==> src/rtl/rf_pkg.sv <==
// rtl/rf_pkg.sv - shared register-file constants and writeback entry type
package rf_pkg;

  localparam int XLEN     = 32;
  localparam int AW       = 5;
  localparam int NREGS    = 2 ** AW;
  localparam int WB_DEPTH = 4;

  typedef struct packed {
    logic [AW-1:0]   wa;
    logic [XLEN-1:0] wd;
  } wb_entry_t;

endpackage

==> src/rtl/wb_fifo.sv <==
// rtl/wb_fifo.sv - count-based writeback result buffer with async reset
module wb_fifo #(
  parameter int DEPTH = 4,
  parameter int W     = 37
) (
  input  logic         clk,
  input  logic         reset,
  input  logic         push,
  input  logic         pop,
  input  logic [W-1:0] din,
  output logic [W-1:0] dout,
  output logic         full,
  output logic         empty
);

  localparam int PW = $clog2(DEPTH);
  localparam int CW = $clog2(DEPTH + 1);

  logic [W-1:0]  mem_q [DEPTH];
  logic [PW-1:0] wr_ptr_q, wr_ptr_d;
  logic [PW-1:0] rd_ptr_q, rd_ptr_d;
  logic [CW-1:0] count_q, count_d;
  logic          do_push, do_pop;

  assign full    = (count_q == CW'(DEPTH));
  assign empty   = (count_q == '0);
  assign do_push = push & ~full;
  assign do_pop  = pop & ~empty;
  assign dout    = mem_q[rd_ptr_q];

  // DEPTH is a power of two, so pointer wrap is plain overflow
  always_comb begin
    wr_ptr_d = wr_ptr_q;
    rd_ptr_d = rd_ptr_q;
    count_d  = count_q;
    if (do_push) wr_ptr_d = wr_ptr_q + PW'(1);
    if (do_pop)  rd_ptr_d = rd_ptr_q + PW'(1);
    case ({do_push, do_pop})
      2'b10:   count_d = count_q + CW'(1);
      2'b01:   count_d = count_q - CW'(1);
      default: count_d = count_q;
    endcase
  end

  always_ff @(posedge clk or posedge reset) begin
    if (reset) begin
      wr_ptr_q <= '0;
      rd_ptr_q <= '0;
      count_q  <= '0;
    end else begin
      wr_ptr_q <= wr_ptr_d;
      rd_ptr_q <= rd_ptr_d;
      count_q  <= count_d;
    end
  end

  always_ff @(posedge clk) begin
    if (do_push) mem_q[wr_ptr_q] <= din;
  end

endmodule

==> src/rtl/rf_write_arbiter.sv <==
// rtl/rf_write_arbiter.sv - register-file write-port arbiter with mul/div pending scoreboard
module rf_write_arbiter
  import rf_pkg::*;
#(
  parameter int DEPTH = WB_DEPTH,
  parameter int XLEN  = rf_pkg::XLEN,
  parameter int AW    = rf_pkg::AW
) (
  input  logic            clk,
  input  logic            reset,
  input  logic            alu_we,
  input  logic [AW-1:0]   alu_wa,
  input  logic [XLEN-1:0] alu_wd,
  input  logic            md_valid,
  output logic            md_ready,
  input  logic [AW-1:0]   md_wa,
  input  logic [XLEN-1:0] md_wd,
  input  logic            iss_valid,
  output logic            iss_ready,
  input  logic [AW-1:0]   iss_wa,
  input  logic [AW-1:0]   chk_ra1,
  input  logic [AW-1:0]   chk_ra2,
  input  logic [AW-1:0]   chk_wa,
  output logic            stall,
  output logic            we3,
  output logic [AW-1:0]   wa3,
  output logic [XLEN-1:0] wd3
);

  localparam int NR = 2 ** AW;
  localparam int EW = AW + XLEN;

  logic [NR-1:0]   pending_q, pending_d;
  logic [EW-1:0]   head;
  logic [AW-1:0]   head_wa;
  logic [XLEN-1:0] head_wd;
  logic            fifo_full, fifo_empty;
  logic            alu_hit, drain, push, issue;

  assign head_wa = head[EW-1:XLEN];
  assign head_wd = head[XLEN-1:0];

  // Results bound for r0 complete the handshake but are never stored
  assign md_ready = ~fifo_full;
  assign push     = md_valid & md_ready & (md_wa != '0);

  wb_fifo #(
    .DEPTH (DEPTH),
    .W     (EW)
  ) u_fifo (
    .clk   (clk),
    .reset (reset),
    .push  (push),
    .pop   (drain),
    .din   ({md_wa, md_wd}),
    .dout  (head),
    .full  (fifo_full),
    .empty (fifo_empty)
  );

  // ALU writeback cannot stall, so it always wins the port
  assign alu_hit = alu_we & (alu_wa != '0);
  assign drain   = ~alu_hit & ~fifo_empty;
  assign we3     = ~reset & (alu_hit | drain);

  always_comb begin
    wa3 = '0;
    wd3 = '0;
    if (alu_hit) begin
      wa3 = alu_wa;
      wd3 = alu_wd;
    end else if (drain) begin
      wa3 = head_wa;
      wd3 = head_wd;
    end
  end

  assign iss_ready = ~pending_q[iss_wa];
  assign issue     = iss_valid & iss_ready & (iss_wa != '0);
  assign stall     = pending_q[chk_ra1] | pending_q[chk_ra2] | pending_q[chk_wa];

  // iss_ready blocks a pending reg, so set and clear never target the same bit
  always_comb begin
    pending_d = pending_q;
    if (drain) pending_d[head_wa] = 1'b0;
    if (issue) pending_d[iss_wa]  = 1'b1;
    pending_d[0] = 1'b0;
  end

  always_ff @(posedge clk or posedge reset) begin
    if (reset) pending_q <= '0;
    else       pending_q <= pending_d;
  end

endmodule

==> config.mk <==
export PLATFORM = sky130hd
export DESIGN_NAME = rf_write_arbiter
export DESIGN_NICKNAME = d
export VERILOG_FILES = /design/src/rtl/rf_pkg.sv /design/src/rtl/wb_fifo.sv /design/src/rtl/rf_write_arbiter.sv
export SDC_FILE = /design/constraint.sdc
export NUM_CORES = 1
export LEC_CHECK = 0
export BUFFER_PORTS_ARGS = -buffer_cell sky130_fd_sc_hd__buf_4
export CORE_MARGIN = 2
export CORE_UTILIZATION = 57
export CTS_BUF_LIST = sky130_fd_sc_hd__clkbuf_16
export DETAILED_ROUTE_END_ITERATION = 16
export GPL_ROUTABILITY_DRIVEN = 0
export HOLD_SLACK_MARGIN = 0.02
export PLACE_DENSITY = 0.8
export SYNTH_ARGS = -nofsm -noshare
export SYNTH_HDL_FRONTEND = slang
export SYNTH_HIERARCHICAL = 1
export SYNTH_SLANG_ARGS = --single-unit
==> constraint.sdc <==
create_clock -name clk -period 2.84 [get_ports clk]
set_input_delay 0.142 -clock clk [delete_from_list [all_inputs] [get_ports clk]]
set_output_delay 0.142 -clock clk [all_outputs]
set_load 0.02 [all_outputs]
Yosys cells after proc, flatten, opt, wreduce, memory -nomap -nowiden
Memories as Yosys holds them, arrays and structs flattened. Index checks and enable logic that the tools add are counted.

Register bits after elaboration: 38. Bits in latches: 0. Memory bits (writable): 148. ROM bits: 0. Input bits: 99. Output and inout port bits: 41. Logic and storage cells: 67. Memories: 1.

Add/subtract/negate cells: 4. Multiply operators: 0. Div/mod/pow operators: 0. $lt $le $gt $ge: 7. Eq/ne operators: 3. Shift-type cells: 0. Multiplexer cells: 21. Bitwise logic cells: 20. Reductions and logical operators: 7.

Memories: u_fifo.mem_q (words 4, width 37, read ports 1, clocked after Yosys merged registers in 0, write ports 1, RTL line wb_fifo.sv:19) `logic [W-1:0] mem_q [DEPTH];`.

Operator list (number): $mux W32 (4); $and A32 B32 Y32 (1); $not A32 Y32 (1); $or A32 B32 Y32 (1); $lt A5 B6 Y1 const B (5); $bmux W1 S5 (4); $reduce_bool A5 Y1 (3); $demux W1 S5 (2); $ge A5 B1 Y1 const B (2); $mux W5 (2); $and A1 B1 Y1 (9); $mux W1 (8); $pmux W3 S2 (1); $not A1 Y1 (5); $add A2 B1 Y2 const B (2); $add A3 B1 Y3 const B (1); $eq A3 B3 Y1 const B (1); $logic_not A3 Y1 (1); $or A1 B1 Y1 (3); $sub A3 B1 Y3 const B (1); $eq A2 B1 Y1 const B (1); $eq A2 B2 Y1 const B (1); $logic_and A1 B1 Y1 (2); $reduce_bool A2 Y1 (1).

Logic depth before layout (Yosys ltp)
An unclocked memory read counts as a cell.

Word-level depth: 10. Gate-level depth with buffers: 11. Gate-level depth less buffers: 11.

Modules after synthesis
The synthesis kept the hierarchy.

Modules (own cells, without submodules): wb_fifo (instances 1, cells each 231, area an instance 5759.3 um^2, seq. area each 4619.4 um^2); rf_write_arbiter (instances 1, cells each 368, area an instance 3143.0 um^2, seq. area each 775.7 um^2).

Worst setup path after synthesis
No wires, ideal clock.

Path kind: input to register. Start: input alu_wa[1]. End: register u_fifo.count_q[2]. Setup time: 0.079 ns. Data arrival time: 2.397 ns. Required time: 2.761 ns. Slack: 0.364 ns. Cell stages on the path: 11. Cell sequence: or4_1 o21a_1 clkbuf_1 nor2_1 o31a_1 ha_1 inv_1 fa_1 xor2_1 nor2_1 xor2_1.

Word-level cells in the longest chain between the ends: 7. Elaborated cells between the ends (all ways): 9.

RTL lines: from (decl) (RTL line rf_write_arbiter.sv:12) `input logic [AW-1:0] alu_wa,`; $reduce_bool A5 Y1 * (RTL line rf_write_arbiter.sv:62) `assign alu_hit = alu_we & (alu_wa != '0);`; $and A1 B1 Y1 * (RTL line rf_write_arbiter.sv:62); $not A1 Y1 * (RTL line rf_write_arbiter.sv:63) `assign drain = ~alu_hit & ~fifo_empty;`; $and A1 B1 Y1 * (RTL line rf_write_arbiter.sv:63); net drain (RTL line rf_write_arbiter.sv:38) `logic alu_hit, drain, push, issue;`; $and A1 B1 Y1 * (RTL line wb_fifo.sv:28) `assign do_pop = pop & ~empty;`; net u_fifo.do_pop (RTL line wb_fifo.sv:23) `logic do_push, do_pop;`; $eq A2 B1 Y1 / $eq A2 B2 Y1 (equally long branches) (RTL line wb_fifo.sv:38) `case ({do_push, do_pop})`; $pmux W3 S2 / $reduce_bool A2 Y1 (equally long branches); to (signal assigned) (RTL line wb_fifo.sv:53) `count_q <= count_d;`; to (decl) (RTL line wb_fifo.sv:22) `logic [CW-1:0] count_q, count_d;`.

Mark *: on every way through the listed nets, which the timed path passes. The rest lies on a longest branch. A chain may end at the register's enable or synchronous reset.

Final worst setup path
Start: register pending_q[16]. End: output iss_ready.

Word-level cells in the longest chain between the ends: 3.

RTL lines: from (decl) (RTL line rf_write_arbiter.sv:33) `logic [NR-1:0] pending_q, pending_d;`; from (signal assigned) (RTL line rf_write_arbiter.sv:92) `else pending_q <= pending_d;`; $bmux W1 S5 (RTL line rf_write_arbiter.sv:78) `assign iss_ready = ~pending_q[iss_wa];`; $mux W1 (implied by the code) (RTL line rf_write_arbiter.sv:78); $not A1 Y1 (RTL line rf_write_arbiter.sv:78); to (decl) (RTL line rf_write_arbiter.sv:19) `output logic iss_ready,`.

No other way between the ends. The select of a mux whose other input is x is not followed.

==> flow_summary.toml <==
[setup_path]
r2r-end = "u_fifo/count_q[2]"
max_stage_delay_ns = 0.72
required_ns = 2.70
rr_worst_depth = 11
cp.arrival_ns = 2.60
path_depth = 6
cp_cell_sequence = "mux4_1 -> inv_1 -> o22ai_1 -> or3_2 -> nor2_1 -> buf_4"
start_kind = "flip-flop"
slowest_stage = "or3_2"
cp_max_fo = 24
crit_type = "reg -> out"
regToRegStartpoint = "u_fifo/count_q[0]"
path_delay_family = "simple AND/OR/NAND/NOR gates"
cp.buffers_inverters = 2
reg2reg_slack_ns = 0.45
cp-end-kind = "output port"

[timing]
fmax_ghz = 0.365
rsz0062_at_grt = "no"
clock_skew_ns = 0.00777
fin_crit_ns = 2.74
tightest_slew_ns = 1.18
timing.final.ws_setup_ns = 0.0999
drv_slew = 0
post-route-period-util = 0.965
hold_violations = 0
finalSetupViolations = 0
tns_ns = 0
relSlewSlack = 0.211

[finish]
regArea_sq_um = 5400
drive_gt1_frac = 0.329
antenna_cells = 0
nNetsFinal = 874
area_growth_pct = 24.9
fillCellCount = 922
multiInputGateArea_sq_um = 3260

[routing]
drc = 0
wl_um = 21200
ant_nets = 0
first_pass_iters = 5
wl_per_cell_um = 21.4
vias = 6168
vias_per_cell = 6.22
drtIter0Drc = 552

[power]
power.leakage_nw = 4.21
p_sw_mw = 3.60
comb_power_share = 0.375
p_int_mw = 6.89
pwr-share-clk = 0.223
swShare = 0.343
p_seq_frac = 0.402
ir_worst_vdd_mv = 0.711
power_density_nw_per_um2 = 944

[grt]
grt_busiest_layer = "met2"
grtUsageMet3 = 0.0528
grt_max_degree = 42
grt-ovfl-total = 0
use_met2 = 0.461
antenna_found_initial = 0
met1_usage = 0.334
grt_pass1_vias = 6440
grt_usage = 0.266
grt_pass1_wl_um = 33100

[hold_path]
hold_class = "in -> reg"
holdPathEnd = "pending_q[18]"
hold_depth = 3
holdCritStartpoint = "iss_wa[3]"

[die]
pin_count = 140
placementRows = 45
core-area_sq_um = 15300
dieArea_sq_um = 16600
die_h_um = 129
start_util = 0.583
die_w_um = 129

[placement]
hpwlAfterDp_um = 13300
port_buffers = 139
pre_cts_slack_ns = 0.252

[clock_tree]
cts_root_buf = "clkbuf_16"
cts_max_level = 4
cts_buffers = 17
path_clk_slew_ns = 0.07
cts_tree = "done"
clkSinkCount = 186
insertion_delay_ns = 0.42
clockBufferDepth = 2

[synthesis]
synth_cells = 599
synth_top_area_cell = "edfxtp_1"
synthArstFlopShare = 0.204
synthTopCellsByArea = "edfxtp_1 50%, mux4_2 14%, dfrtp_1 11%"
synth-seq-cells = 186
ys_types = 49
synth-edff-count = 148
yosysSeqAreaShare = 0.606
syn_area_sq_um = 8900
synth_top_area_frac = 0.499
yosysMostFrequentCell = "edfxtp_1"
synth.yosys.warnings = 6
synth_fp_nets = 704
avgSynthCellArea_sq_um = 14.9
synth-main-ff-cell = "edfxtp_1"
synth_common_cells = "148 x edfxtp_1, 80 x nand2_1, 55 x mux4_2, 40 x o21ai_0, 39 x nand3b_1"

[run_status]
status = "complete, no violations"

[job]
maxCapViolations = 0
[state kept, by name (all words and copies together) (netlist names)]
name / flops
u_fifo/rd_ptr_q: 2
u_fifo/mem_q: 148
u_fifo/wr_ptr_q: 2
u_fifo/count_q: 3
pending_q: 31
[metal layers]
| metal | vias up | wire length [um] | part of all wire |
|---|---|---|---|
| met5 | - | 0 | 0 |
| met4 | 0 | 483 | 0.023 |
| met3 | 56 | 1660 | 0.078 |
| met2 | 337 | 11100 | 0.52 |
| met1 | 3081 | 8030 | 0.38 |
| li1 | 2694 | - | - |
[power by group through the flow]
stage / clock [mW] / sequential, mW / combinational, mW
after global routing: 2.48 / 4.28 / 4.27
after CTS: 2.36 / 4.20 / 3.93
final: 2.34 / 4.22 / 3.94
after floorplan: 0 / 4.01 / 2.80
after detailed placement: 0 / 4.25 / 3.85
after global placement: 0 / 4.17 / 3.77
[worst max-delay path by stage]
stage                             start                end  slack [ns]
final                     pending_q[16]          iss_ready         0.1
after global routing      pending_q[16]          iss_ready        0.01
after CTS                 pending_q[16]          iss_ready        0.08
after detailed placement      alu_wa[1]  u_fifo/count_q[2]        0.25
after global placement        alu_wa[1]  u_fifo/count_q[2]        0.34
after floorplan               alu_wa[1]  u_fifo/count_q[2]        0.36
[kinds of logic after synthesis]
| family | count (synthesis) | share of synthesized area |
|---|---|---|
| flops | 186 | 0.606 |
| compound gates | 90 | 0.0654 |
| mux | 84 | 0.180 |
| simple gates | 174 | 0.104 |
| xor+xnor | 6 | 0.00590 |
| fa+ha+maj | 6 | 0.00928 |
| buf+inv | 53 | 0.0292 |
[worst min-delay path, stage by stage]
cell and delay [ns]:
buf_4 0.12, or3b_2 0.19, o31ai_1 0.09
[layout by cell type, fill, tap and decap left out, drive strengths merged, types with 3 or more instances in the layout]
cell type and instances:
edfxtp 148, a21oi 3, nand3b 39, xor2 3, mux4 59, nor2b 6
ha 5, o21ai 42, or3b 4, nor2 10, mux2i 18, nand3 5
buf 149, o22ai 3, nand2b 8, inv 24, dfrtp 38, a2111oi 5
clkinv 3, xnor2 3, and2 4, o31ai 24, mux2 7, dlygate4sd3 38
or3 9, clkbuf 17, nor3 3, nand2 80
[what timing repair did]
item	CTS	global route
gates resized for setup	0	1
setup endpoints to repair	0	1
hold endpoints to repair	155	0
buffers inserted	0	0
hold buffers	38	0
[final cells by class]
| class | count | area share |
|---|---|---|
| clock inverters | 14 | 0.0144 |
| multi-input cells | 360 | 0.293 |
| clock buffers | 17 | 0.0382 |
| repair buffers | 187 | 0.139 |
| flip-flops and latches | 186 | 0.485 |
| inverters | 17 | 0.00574 |
| well taps | 211 | 0.0237 |
[through the flow]
step                      instances  cell area (sq um)  total power, mW  utilization  hold slack [ns]
final                           992              11100             10.5        0.729            0.160
after global routing            992              11100             11.0        0.729            0.147
after CTS                       992              11100             10.5        0.729            0.126
after detailed placement        923              10200             8.10        0.666            0.144
after global placement          923              10200             7.94        0.666            0.133
after floorplan                 599               8900             6.81            -          -0.0546
(Power assumes the default switching activity.)
